$ cat src/rtl/buster_pkg.sv
// Shared types and constants for the player shot manager.
// Slot states, hitbox/muzzle/charge constants and small saturating helpers.
package buster_pkg;

  typedef enum logic [1:0] {
    IDLE  = 2'd0,
    FLY_R = 2'd1,
    FLY_L = 2'd2
  } slot_state_t;

  localparam int HITBOX_W      = 18;
  localparam int MUZZLE_DX     = 31;
  localparam int CHARGE_THRESH = 32;

  // Positions are 10-bit screen coordinates; saturate rather than wrap.
  function automatic logic [9:0] sat_add10(input logic [9:0] a, input logic [9:0] b);
    logic [10:0] s;
    s = {1'b0, a} + {1'b0, b};
    return s[10] ? 10'h3FF : s[9:0];
  endfunction

  function automatic logic overlaps(input logic [9:0] x, input logic [9:0] ex);
    return ({1'b0, x} >= {1'b0, ex}) && ({1'b0, x} <= ({1'b0, ex} + 11'(HITBOX_W)));
  endfunction

endpackage

$ cat src/rtl/buster_shot_ctrl_slot.sv
// One shot slot: state, position, per-frame move and screen-edge retire.
//   state | meaning
//   IDLE  | slot free, x/y hold last values
//   FLY_R | shot moving right
//   FLY_L | shot moving left
module buster_slot
  import buster_pkg::*;
#(
  parameter int SHOT_SPEED = 6,
  parameter int SCREEN_MAX = 639,
  parameter int SHOT_W     = 8
) (
  input  logic       clk,
  input  logic       rst,
  input  logic       i_spawn,
  input  logic       i_spawn_left,
  input  logic       i_spawn_fast,
  input  logic [9:0] i_spawn_x,
  input  logic [9:0] i_spawn_y,
  input  logic       i_hit,
  output logic [9:0] o_x,
  output logic [9:0] o_y,
  output logic       o_active,
  output logic       o_active_nx,
  output logic       o_fast
);

  localparam logic [9:0] STEP_N = 10'(SHOT_SPEED);
  localparam logic [9:0] STEP_F = 10'(2 * SHOT_SPEED);
  localparam logic [9:0] RMAX_N = 10'(SCREEN_MAX - SHOT_SPEED - SHOT_W);
  localparam logic [9:0] RMAX_F = 10'(SCREEN_MAX - 2 * SHOT_SPEED - SHOT_W);

  slot_state_t r_state, w_state_nx;
  logic [9:0]  r_x, r_y, w_x_nx, w_y_nx;
  logic [9:0]  w_step, w_rmax;
  logic        r_fast, w_fast_nx;

  assign w_step = r_fast ? STEP_F : STEP_N;
  assign w_rmax = r_fast ? RMAX_F : RMAX_N;

  // Edge checks run before the move so x never leaves 0..SCREEN_MAX.
  always_comb begin
    w_state_nx = r_state;
    w_x_nx     = r_x;
    w_y_nx     = r_y;
    w_fast_nx  = r_fast;
    if (i_hit) begin
      w_state_nx = IDLE;
    end else begin
      case (r_state)
        IDLE: begin
          if (i_spawn) begin
            w_state_nx = i_spawn_left ? FLY_L : FLY_R;
            w_x_nx     = i_spawn_x;
            w_y_nx     = i_spawn_y;
            w_fast_nx  = i_spawn_fast;
          end
        end
        FLY_R: begin
          if (r_x > w_rmax) w_state_nx = IDLE;
          else              w_x_nx     = r_x + w_step;
        end
        FLY_L: begin
          if (r_x < w_step) w_state_nx = IDLE;
          else              w_x_nx     = r_x - w_step;
        end
        default: w_state_nx = IDLE;
      endcase
    end
  end

  always_ff @(posedge clk or posedge rst) begin
    if (rst) begin
      r_state <= IDLE;
      r_x     <= '0;
      r_y     <= '0;
      r_fast  <= 1'b0;
    end else begin
      r_state <= w_state_nx;
      r_x     <= w_x_nx;
      r_y     <= w_y_nx;
      r_fast  <= w_fast_nx;
    end
  end

  assign o_x         = r_x;
  assign o_y         = r_y;
  assign o_active    = (r_state != IDLE);
  assign o_active_nx = (w_state_nx != IDLE);
  assign o_fast      = r_fast & (r_state != IDLE);

endmodule

$ cat src/rtl/buster_shot_ctrl.sv
// Player projectile manager: fire/kill edge detect, slot allocation, hit arbitration, cooldown.
// Optional charged shots are built when BUSTER_CHARGE_EN is defined.
module buster_shot_ctrl
  import buster_pkg::*;
#(
  parameter int SHOT_SPEED = 6,
  parameter int SCREEN_MAX = 639,
  parameter int SHOT_W     = 8,
  parameter int COOLDOWN   = 8,
  parameter int MUZZLE_DY  = 12
) (
  input  logic       frame_clk,
  input  logic       reset,
  input  logic       fire,
  input  logic       facing_left,
  input  logic [9:0] sprite0xr,
  input  logic [9:0] sprite0yr,
  input  logic [9:0] enemy_x,
  input  logic       kill,
  output logic [9:0] sprite12xr,
  output logic [9:0] sprite12yr,
  output logic [9:0] sprite13xr,
  output logic [9:0] sprite13yr,
  output logic       is_shot_1,
  output logic       is_shot_2,
  output logic       shot_busy
`ifdef BUSTER_CHARGE_EN
  ,
  output logic       charged_1,
  output logic       charged_2
`endif
);

  localparam int CD_W = $clog2(COOLDOWN) + 1;

  logic            r_fire_q, r_kill_q, r_shot_busy;
  logic [CD_W-1:0] r_cooldown, w_cooldown_nx;
  logic            w_fire_press, w_kill_edge, w_trigger, w_fast, w_dir_ok;
  logic            w_spawn, w_spawn_1, w_spawn_2;
  logic [9:0]      w_spawn_x, w_spawn_y;
  logic            w_act_1, w_act_2, w_act_nx_1, w_act_nx_2, w_fast_1, w_fast_2;
  logic            w_cand_1, w_cand_2, w_hit_1, w_hit_2;

  assign w_fire_press = fire & ~r_fire_q;
  assign w_kill_edge  = kill & ~r_kill_q;

`ifdef BUSTER_CHARGE_EN
  logic [5:0] r_charge_cnt;
  logic       w_charge_rel;

  assign w_charge_rel = ~fire & r_fire_q & (r_charge_cnt >= 6'(CHARGE_THRESH));
  assign w_trigger    = w_fire_press | w_charge_rel;
  assign w_fast       = w_charge_rel;
  assign charged_1    = w_fast_1;
  assign charged_2    = w_fast_2;

  always_ff @(posedge frame_clk or posedge reset) begin
    if (reset)                      r_charge_cnt <= '0;
    else if (!fire)                 r_charge_cnt <= '0;
    else if (r_charge_cnt != 6'h3F) r_charge_cnt <= r_charge_cnt + 6'd1;
  end
`else
  assign w_trigger = w_fire_press;
  assign w_fast    = 1'b0;
`endif

  // Left-facing shots would start off-screen when the player hugs the left edge.
  assign w_dir_ok  = ~facing_left | (sprite0xr >= 10'(SHOT_W));
  assign w_spawn_x = facing_left ? (sprite0xr - 10'(SHOT_W)) : sat_add10(sprite0xr, 10'(MUZZLE_DX));
  assign w_spawn_y = sat_add10(sprite0yr, 10'(MUZZLE_DY));

  assign w_spawn   = w_trigger & (r_cooldown == '0) & w_dir_ok & (~w_act_1 | ~w_act_2);
  assign w_spawn_1 = w_spawn & ~w_act_1;
  assign w_spawn_2 = w_spawn & w_act_1 & ~w_act_2;

  // Charged shots pierce, so they never compete for a kill.
  assign w_cand_1 = w_act_1 & ~w_fast_1 & overlaps(sprite12xr, enemy_x);
  assign w_cand_2 = w_act_2 & ~w_fast_2 & overlaps(sprite13xr, enemy_x);
  assign w_hit_1  = w_kill_edge & w_cand_1;
  assign w_hit_2  = w_kill_edge & w_cand_2 & ~w_cand_1;

  always_comb begin
    w_cooldown_nx = r_cooldown;
    if (w_spawn)                 w_cooldown_nx = CD_W'(COOLDOWN - 1);
    else if (r_cooldown != '0)   w_cooldown_nx = r_cooldown - CD_W'(1);
  end

  always_ff @(posedge frame_clk or posedge reset) begin
    if (reset) begin
      r_fire_q    <= 1'b0;
      r_kill_q    <= 1'b0;
      r_cooldown  <= '0;
      r_shot_busy <= 1'b0;
    end else begin
      r_fire_q    <= fire;
      r_kill_q    <= kill;
      r_cooldown  <= w_cooldown_nx;
      r_shot_busy <= (w_act_nx_1 & w_act_nx_2) | (w_cooldown_nx != '0);
    end
  end

  buster_slot #(.SHOT_SPEED(SHOT_SPEED), .SCREEN_MAX(SCREEN_MAX), .SHOT_W(SHOT_W)) u_slot_1 (
    .clk          (frame_clk),
    .rst          (reset),
    .i_spawn      (w_spawn_1),
    .i_spawn_left (facing_left),
    .i_spawn_fast (w_fast),
    .i_spawn_x    (w_spawn_x),
    .i_spawn_y    (w_spawn_y),
    .i_hit        (w_hit_1),
    .o_x          (sprite12xr),
    .o_y          (sprite12yr),
    .o_active     (w_act_1),
    .o_active_nx  (w_act_nx_1),
    .o_fast       (w_fast_1)
  );

  buster_slot #(.SHOT_SPEED(SHOT_SPEED), .SCREEN_MAX(SCREEN_MAX), .SHOT_W(SHOT_W)) u_slot_2 (
    .clk          (frame_clk),
    .rst          (reset),
    .i_spawn      (w_spawn_2),
    .i_spawn_left (facing_left),
    .i_spawn_fast (w_fast),
    .i_spawn_x    (w_spawn_x),
    .i_spawn_y    (w_spawn_y),
    .i_hit        (w_hit_2),
    .o_x          (sprite13xr),
    .o_y          (sprite13yr),
    .o_active     (w_act_2),
    .o_active_nx  (w_act_nx_2),
    .o_fast       (w_fast_2)
  );

  assign is_shot_1 = w_act_1;
  assign is_shot_2 = w_act_2;
  assign shot_busy = r_shot_busy;

endmodule

$ cat config.mk
export PLATFORM = sky130hd
export DESIGN_NAME = buster_shot_ctrl
export DESIGN_NICKNAME = d
export VERILOG_FILES = /design/src/rtl/buster_pkg.sv /design/src/rtl/buster_shot_ctrl_slot.sv /design/src/rtl/buster_shot_ctrl.sv
export SDC_FILE = /design/constraint.sdc
export NUM_CORES = 1
export LEC_CHECK = 0
export CAP_MARGIN = 20
export CORE_ASPECT_RATIO = 0.6
export CORE_MARGIN = 1.5
export CORE_UTILIZATION = 41
export CTS_CLUSTER_DIAMETER = 60
export DETAILED_ROUTE_END_ITERATION = 7
export GPL_TIMING_DRIVEN = 0
export PLACE_DENSITY = 0.68
export SLEW_MARGIN = 20
export SYNTH_ARGS = -nofsm -noshare
export SYNTH_HDL_FRONTEND = slang
export SYNTH_SLANG_ARGS = --single-unit
$ cat constraint.sdc
create_clock -name frame_clk -period 3.3 [get_ports frame_clk]
set_input_delay 0.66 -clock frame_clk [delete_from_list [all_inputs] [get_ports frame_clk]]
set_output_delay 0.66 -clock frame_clk [all_outputs]
set_load 0.02 [all_outputs]
# Word-level counts from Yosys, hierarchy flattened
# Cells that the tools add are included.
# word_totals
register_bits	51
latchBits	0
ram_bits	0
mem_bits_ro	0
inputBits	35
out_inout_bits	43
wordCells	104
mem_count	0
# classes
addsub	9
mul	0
n_div	0
order_cmp	9
n_eq_ne	10
shift	0
mux	24
bitwise	25
reduce_logical	17
# ops
cell	count
$mux 10	9
$pmux 10 s3	2
$add 10x5->11 const B	2
$le 10x11->1	2
$add 10x3->10 const B	2
$ge 10x10->1	2
$gt 10x10->1 const B	2
$lt 10x3->1 const B	2
$sub 10x3->10 const B	2
$mux 2	9
$and 1x1->1	14
$pmux 2 s3	2
$add 10x4->11 const B	1
$ge 10x4->1 const B	1
$reduce_and 5->1	2
$sub 10x4->10 const B	1
$mux 4	2
$ne 2x2->1 const B	4
$not 1->1	8
$reduce_bool 2->1	4
$reduce_bool 4->1	2
$reduce_and 3->1	2
$reduce_bool 3->1	2
$eq 2x1->1 const B	2
other kinds (7)	13

# Depth between registers and ports, before layout
# Gate-level depths: netlist (run 1).
# logic_depth
ltp_word	13
depth_mapped	12

# By module
# From an unflattened synthesis (run 1), not the netlist that was laid out.
# unflattened
cells_unflattened	645
hier_area_um2	5555.3
# modules_own_cells
module	n_inst	cells_per_inst	area_per_inst_um2	seq_area_each_um2
buster_slot	2	185	1746.7	575.6
buster_shot_ctrl	1	275	2062.0	175.2

# Least setup slack after synthesis (run 1)
# Ideal clock, no wire load.
# synth_timing
path_type	input -> register
from	input port enemy_x[1]
to	register u_slot_2.r_x[1] (netlist: u_slot_2.o_x[1])
setup_time_ns	0.128
t_arrival_ns	3.078
setup_slack_ns	0.094
cell_stages	11
cell_sequence	ha_1 xnor2_1 ha_1 a21o_1 a221oi_1 a21oi_1 a211oi_1 o31ai_1 nor3_1 o21ai_4 mux2_1
# synth_between
elab_chain_len	8
word_cells_on_any_way	14
cone_classes	add/sub: 1; order compare: 4; bitwise: 6; reduce/logical: 3
# synth_lines
item	line	text
start, declared	buster_shot_ctrl.sv:18	input logic [9:0] enemy_x,
$add 10x5->11	buster_pkg.sv:23	return ({1'b0, x} >= {1'b0, ex}) && ({1'b0, x} <= ({1'b0, ex} + 11'(HITBOX_W)));
$le 10x11->1	buster_pkg.sv:23	
$logic_and 1x1->1	buster_pkg.sv:23	
$and 1x1->1 (on tied branches)	buster_shot_ctrl.sv:78, buster_shot_ctrl.sv:77	
$and 1x1->1 or $not 1->1 (tied branches)	buster_shot_ctrl.sv:80	assign w_hit_2 = w_kill_edge & w_cand_2 & ~w_cand_1;
$and 1x1->1 (*)	buster_shot_ctrl.sv:80	
$not 1->1 (no source line) (*)	-	
$reduce_and 5->1 (no source line) (*)	-	
end signal, assigned	buster_shot_ctrl_slot.sv:80	r_x <= w_x_nx;
end, declared	buster_shot_ctrl_slot.sv:34	logic [9:0] r_x, r_y, w_x_nx, w_y_nx;
# Every way passes the cells marked *; elsewhere a longest branch is shown, timed or not.
# A chain may end at the register's enable or synchronous reset.

# Worst setup path in the final report (run 1)
# layout_timing
from	input port enemy_x[6]
to	register u_slot_1.r_x[3] (netlist: u_slot_1.o_x[3])
# layout_between
elab_chain_len	7
word_cells_on_any_way	8
cone_classes	add/sub: 1; order compare: 2; bitwise: 3; reduce/logical: 2
# layout_lines
item	line	text
$add 10x5->11	buster_pkg.sv:23	
$le 10x11->1	buster_pkg.sv:23	
$logic_and 1x1->1 (*)	buster_pkg.sv:23	
$and 1x1->1 (*)	buster_shot_ctrl.sv:77	assign w_cand_1 = w_act_1 & ~w_fast_1 & overlaps(sprite12xr, enemy_x);
$and 1x1->1 (*)	buster_shot_ctrl.sv:79	assign w_hit_1 = w_kill_edge & w_cand_1;
$not 1->1 (no source line) (*)	-	
$reduce_and 5->1 (no source line) (*)	-	
end signal, assigned	buster_shot_ctrl_slot.sv:80	
end, declared	buster_shot_ctrl_slot.sv:34	
# Marks and branches as above.

==> impl_metrics.tcl, run 1 <==
set metrics [dict create \
    core_region_area_um2 11400 \
    mostFrequentLayoutCells "clkdlybuf4s50_1, nand2_1, dfrtp_1" \
    routed_wirelength_um 15000 \
    fmax_mhz 315 \
    hold_violations 0 \
    pin_count 78 \
    wl_per_cell_um 18.0 \
    antenna_found_initial 0 \
    cts_tree "built" \
    max_cap_violations 0 \
    worstPathArrival_ns 3.36 \
    drv_slew 0 \
    ir_worst_vdd_mv 0.408 \
    clkTransAtPathRegs_ns 0.07 \
    drt-initial-drc-count 477 \
    seq_area_frac_synth_pct 26.4 \
    fillCellCount 1053 \
    die_w_um 143 \
    area_delta_synth_final_pct 26.6 \
    synth_ff_type "dfrtp_1" \
    hold_class "register to register" \
    hold_end "u_slot_1.o_y[3]$_DFFE_PP0P_" \
    skew_ns 0.0115 \
    drc 0 \
    grt_usage_pct 25.1 \
    dr.pass1.iters 8 \
    mostFrequentLayoutCell "clkdlybuf4s50_1" \
    drive_gt1_share_pct 10.1 \
    start_util_pct 42.5 \
    fin_cells 834 \
    syn_avg_cell_area_um2 8.26 \
    r2r_start "r_cooldown[0]$_DFF_PP0_" \
    finalSetupViolations 0 \
    clk_latency_ns 0.31 \
    diodes 0 \
    tightest_slew_ns 0.857 \
    grt_first_pass_wirelength_um 24100 \
    portBuffers 74 \
    viasPerCell 5.77 \
    critPathRequiredTime_ns 3.48 \
    grt_overflow 0 \
    synthCells 585 \
    die_y_um 87.1 \
    placed_cells 819 \
    crit_path_max_fanout 9 \
    regToRegEndpoint "u_slot_2.o_x[1]$_DFFE_PP0P_" \
    final_util_pct 53.8 \
    min-delay-start "u_slot_1.o_y[3]$_DFFE_PP0P_" \
    numCtsBuffers 5 \
    nNetsFinal 756 \
    synth-edff-count 0 \
    dp_slack_ns -1.13 \
    cp-end-kind "register" \
    yosys_warnings 0 \
    gp_congestion 0.905 \
    rows 30 \
    cts.sinks 51 \
    cp-start-kind "input pin" \
    grt_max_degree 52 \
    clockRootBuffer "clkbuf_16" \
    power-per-cell-area_nw_per_um2 862 \
    route.antenna.remaining_nets 0 \
    r2r_cells 11 \
    vias 4810 \
    status "completed" \
    r2r_slack_ns 0.21 \
    synth_area_um2 4830 \
    hold_depth 1 \
    ys_ff_latch 51 \
    cts.htree.levels 2 \
    min_period_ns 3.18 \
    synth_nets 668 \
    slew_headroom_pct 42.8 \
    die_area_um2 12500 \
    final.period_utilization_pct 96.4 \
    grt_pass1_vias 4549 \
    clockBufferDepth 2 \
    worst_slack_ns 0.120 \
    async_flop_share_pct 100 \
    path_class "input pin to register" \
    dp_hpwl_um 11600 \
    fin_hold_ws_ns 0.495 \
    p_leak_nw 2.59 \
    synthDistinctLibCells 71 \
]
==> stage by stage <==
| step | total power, mW | TNS [ns] | instance area (um^2) |
|---|---|---|---|
| 2_1_floorplan | 3.36 | 0 | 4830 |
| 3_3_place_gp | 4.38 | -21.47 | 5770 |
| 3_5_place_dp | 4.50 | -23.23 | 5770 |
| 4_1_cts | 5.22 | 0 | 6080 |
| 5_1_grt | 5.66 | -0.0684 | 6110 |
| 6_report | 5.27 | 0 | 6110 |
==> kinds of logic (layout without fill, tap and decap cells) <==
kind of cell,count (synthesis),after routing,share of synthesized area (%)
mux,30,30,6.66
fa+ha+maj,50,50,12.8
flops,51,51,26.4
compound gates,162,162,23.1
simple gates,180,180,17.8
buf+inv,73,162,5.70
xor+xnor,39,39,7.51
==> per-layer routing <==
layer | vias to the layer above | global-route usage, % | wire, um
li1 | 2294 | - | -
met1 | 2309 | 37.0 | 7330
met2 | 190 | 35.4 | 6140
met3 | 17 | 8.03 | 1400
met4 | 0 | 5.53 | 147
met5 | - | 0 | 0
==> power breakdown <==
group / total (mW) / internal (mW) / switching [mW]
registers: 1.26 / 0.894 / 0.365
clock network: 0.560 / 0.289 / 0.271
logic: 3.45 / 1.54 / 1.91
==> how the worst max path moves through the flow <==
stage	slack [ns]	startpoint	cells past startpoint	endpoint
detailed placement	-1.13	enemy_x[1]	12	u_slot_2.o_x[1]$_DFFE_PP0P_
global route	-0.04	sprite0xr[0]	9	u_slot_2.o_x[5]$_DFFE_PP0P_
CTS	0.002	enemy_x[8]	13	u_slot_1.o_x[3]$_DFFE_PP0P_
floorplan	0.09	enemy_x[1]	11	u_slot_2.o_x[1]$_DFFE_PP0P_
finish	0.12	enemy_x[6]	13	u_slot_1.o_x[3]$_DFFE_PP0P_
global placement	-1.04	enemy_x[1]	12	u_slot_2.o_x[3]$_DFFE_PP0P_
==> flip-flops by register name (all words and copies together), names as in the netlist <==
name / cells
u_slot_2.o_y: 10
u_slot_2.r_state: 2
r_fire_q: 1
u_slot_1.o_x: 10
u_slot_2.o_x: 10
r_cooldown: 4
u_slot_1.r_state: 2
shot_busy: 1
r_kill_q: 1
u_slot_1.o_y: 10
==> repair_timing <==
| item | in CTS | in global routing |
|---|---|---|
| endpoints found under the setup margin | 25 | 22 |
| hold buffers | 0 | 0 |
| pin swaps | 9 | 13 |
| setup buffers | 5 | 2 |
| gates resized for setup | 26 | 18 |
==> layout make-up <==
cell class	count	area, um^2	area share [%]
Sequential cell	51	1280	20.9
Multi-Input combinational cell	461	3400	55.6
Inverter	46	175	2.86
Timing Repair Buffer	81	808	13.2
Buffer	27	103	1.68
Tap cell	160	200	3.27
Clock buffer	5	125	2.05
Clock inverter	3	26.3	0.430
==> synth_stat cells, types with 8 or more instances <==
master | n | area share [%]
nand2_1 | 58 | 4.5
dfrtp_1 | 51 | 26
ha_1 | 48 | 12
nor2_1 | 47 | 3.7
inv_1 | 46 | 3.6
o21ai_0 | 42 | 4.4
a21oi_1 | 29 | 3.0
xnor2_1 | 29 | 5.3
clkbuf_1 | 24 | 1.9
nor3_1 | 16 | 1.7
mux2_2 | 14 | 3.3
mux2i_1 | 13 | 2.7
nand3_1 | 11 | 1.1
o211ai_1 | 9 | 1.4
a22oi_1 | 8 | 1.2
xor2_1 | 8 | 1.5
==> worst max-delay path, cell delays in order <==
cell             delay [ns]
clkdlybuf4s15_1        0.33
nand3_2                0.17
nor3_2                 0.24
xnor2_1                0.17
buf_4                  0.16
ha_1                   0.24
nand4b_1               0.11
nor2_1                 0.07
a41oi_2                0.28
o21ai_2                0.15
a211oi_4               0.26
buf_12                 0.17
mux2_2                 0.35
(Power assumes the default switching activity.)
==> run 2, diff against run 1 <==
--- a/config.mk
+++ b/config.mk
@@ -12,8 +12,9 @@
 export CTS_CLUSTER_DIAMETER = 60
 export DETAILED_ROUTE_END_ITERATION = 7
 export GPL_TIMING_DRIVEN = 0
-export PLACE_DENSITY = 0.68
+export PLACE_DENSITY = 0.67
 export SLEW_MARGIN = 20
 export SYNTH_ARGS = -nofsm -noshare
 export SYNTH_HDL_FRONTEND = slang
+export SYNTH_HIERARCHICAL = 1
 export SYNTH_SLANG_ARGS = --single-unit
==> impl_metrics.tcl, run 2 <==
set metrics [dict create \
    status "finished with violations" \
    violations "DRC, setup timing" \
    min_period_ns 3.53 \
    mostFrequentLayoutCell "clkdlybuf4s50_1" \
    synth_area_um2 5560 \
    drv_slew 0 \
    syn_avg_cell_area_um2 8.61 \
    die_area_um2 14300 \
    viasPerCell 6.11 \
    crit_path_max_fanout 5 \
    final.period_utilization_pct 107 \
    grt_overflow 0 \
    ir_worst_vdd_mv 0.384 \
    rows 32 \
    cts.htree.levels 2 \
    async_flop_share_pct 100 \
    synth_ff_type "dfrtp_1" \
    synth_top_area_share_pct 23.9 \
    die_w_um 153 \
    synth_common_cells "ha_1, inv_1, dfrtp_1" \
    drive_gt1_share_pct 26.2 \
    cp-start-kind "input pin" \
    p_sw_mw 3.55 \
    synthDistinctLibCells 73 \
    numCtsBuffers 5 \
    drt-initial-drc-count 586 \
    finalSetupViolations 38 \
    dr.pass1.iters 7 \
    mostFrequentLayoutCells "clkdlybuf4s50_1, inv_1, dfrtp_1" \
    path_class "input pin to register" \
    placed_cells 891 \
    p_leak_nw 3.40 \
    routed_wirelength_um 19000 \
    power-per-cell-area_nw_per_um2 939 \
    yosys_warnings 6 \
    core_region_area_um2 13000 \
    p_int_mw 3.70 \
    grt_max_degree 24 \
    pin_count 78 \
    cts_tree "built" \
    clkPwrFrac_pct 7.4 \
    cts_hold_buf 0 \
    rsz0062_at_grt "true" \
    seq_area_frac_synth_pct 23.9 \
    clockRootBuffer "clkbuf_16" \
    nNetsFinal 869 \
    yosys.area.top_type "dfrtp_1" \
    diodes 0 \
    portBuffers 75 \
    grt_pass1_vias 5550 \
    gp_congestion 0.954 \
    drc 3 \
    dp_hpwl_um 13600 \
    yosys.cell_count.top_type "ha_1" \
    worst_slack_ns -0.226 \
    die_y_um 93.2 \
    clkTransAtPathRegs_ns 0.07 \
    max_cap_violations 0 \
    final_util_pct 59.3 \
    fin_cells 944 \
    ys_ff_latch 53 \
    combPwrFrac_pct 73.0 \
    ys_top_cells_by_area "dfrtp_1, ha_1, mux2_2" \
    cts.sinks 53 \
    synthCells 645 \
    skew_ns 0.00871 \
    cp-end-kind "register" \
    worstPathArrival_ns 3.74 \
    vias 5768 \
    clockBufferDepth 2 \
    route.antenna.remaining_nets 0 \
    hold_class "register to register" \
    start_util_pct 42.7 \
    wl_per_cell_um 20.1 \
    antenna_found_initial 0 \
    area_delta_synth_final_pct 39.0 \
    fin_area_um2 7720 \
    total_power_mw 7.25 \
    place_area_um2 6600 \
    switching_share_pct 48.9 \
    critPathRequiredTime_ns 3.51 \
    synth-edff-count 0 \
    fmax_mhz 284 \
    tightest_slew_ns 0.960 \
    hold_violations 0 \
    seqPwrFrac_pct 19.6 \
    clk_latency_ns 0.30 \
    grt_usage_pct 26.3 \
    setup_tns_ns -4.90 \
    grt_first_pass_wirelength_um 29500 \
    slew_headroom_pct 35.6 \
]
## run 2: cell types whose count changed after synthesis, sizes merged, moves of 11 or more
cell / delta
o31ai: +12
buf: +19
clkbuf: -20
o21ai: -17
xnor2: -16
nand2: -12
inv: +11
ha: +13
## run 2: cell families (layout without fill, tap and decap cells)
kind of cell,count (synthesis),in the layout,synth area share (%)
adders and majority gates,63,63,14.1
AOI/OAI and AO/OA,163,163,21.2
xor gates and xnor gates,34,34,5.86
other,1,2,0.0675
muxes,33,33,6.67
and+or+nand+nor,213,213,20.5
buffers and inverters,85,213,7.73
DFF,53,53,23.9
## run 2: per-layer routing
layer	GRT usage, %	vias to the layer above	part of all wire [%]
met5	0	-	0
met4	7.84	0	1.8
met2	39.0	317	44
met3	6.77	37	9.9
li1	-	2602	-
met1	37.2	2812	44
## run 2: cell type report
cell class | instances | area (um^2)
repair buffers | 120 | 1190
clock inverters | 2 | 15.0
inverters | 57 | 214
multi-input cells | 508 | 4370
well taps | 170 | 213
fillers | 1085 | 5290
plain buffers | 28 | 268
clock buffers | 6 | 129
flip-flops and latches | 53 | 1330
## run 2: through the flow
stage / hold slack, ns / worst slack (ns)
final: 0.506 / -0.226
after global routing: 0.518 / -0.302
after CTS: 0.508 / -0.180
after detailed placement: 0.492 / -1.54
after global placement: 0.488 / -1.50
after floorplan: 0.463 / -0.316
## run 2: critical path: stages
cell and delay (ns):
buf_12 0.11, ha_4 0.18, a21o_1 0.25, a221oi_4 0.38, ha_1 0.25, o211ai_1 0.12, nand2_1 0.10, nand2_2 0.08
a41oi_2 0.18, or2_4 0.18, a21oi_4 0.08, nor2_2 0.13, nand2_2 0.08, o21bai_4 0.18, or2_4 0.26, buf_6 0.13
buf_12 0.12, buf_6 0.11, o31ai_4 0.16
## run 2: path summary, 6_finish.rpt
| check | startpoint | endpoint | slack (ns) | cells past startpoint |
|---|---|---|---|---|
| min | u_slot_1/o_y[4]$_DFFE_PP0P_ | u_slot_1/o_y[4]$_DFFE_PP0P_ | 0.51 | 1 |
| min reg2reg | u_slot_1/o_y[4]$_DFFE_PP0P_ | u_slot_1/o_y[4]$_DFFE_PP0P_ | 0.51 | 1 |
| max in group asynchronous | reset | u_slot_1/o_y[6]$_DFFE_PP0P_ | 2.03 | 2 |
| max reg2reg | u_slot_2/r_state[1]$_DFF_PP0_ | u_slot_2/o_x[5]$_DFFE_PP0P_ | -0.03 | 14 |
| max | enemy_x[1] | u_slot_2/o_x[6]$_DFFE_PP0P_ | -0.23 | 19 |
| min in group asynchronous | reset | u_slot_2/o_y[2]$_DFFE_PP0P_ | 0.66 | 2 |
## run 2: repair_timing
item                                   in CTS  in global routing
setup endpoints to repair                  47                 43
pin swaps                                  38                 28
endpoints found under the hold margin       0                  0
setup buffers                              34                  9
gates cloned                                2                  0
gates resized for setup                   107                 41
## run 2: power by group through the flow
stage	sequential (mW)	combinational [mW]	clock, mW
final	1.42	5.29	0.534
after global routing	1.47	5.68	0.573
after CTS	1.41	4.95	0.543
after detailed placement	1.40	4.33	0
after global placement	1.38	4.24	0
after floorplan	1.52	2.78	0
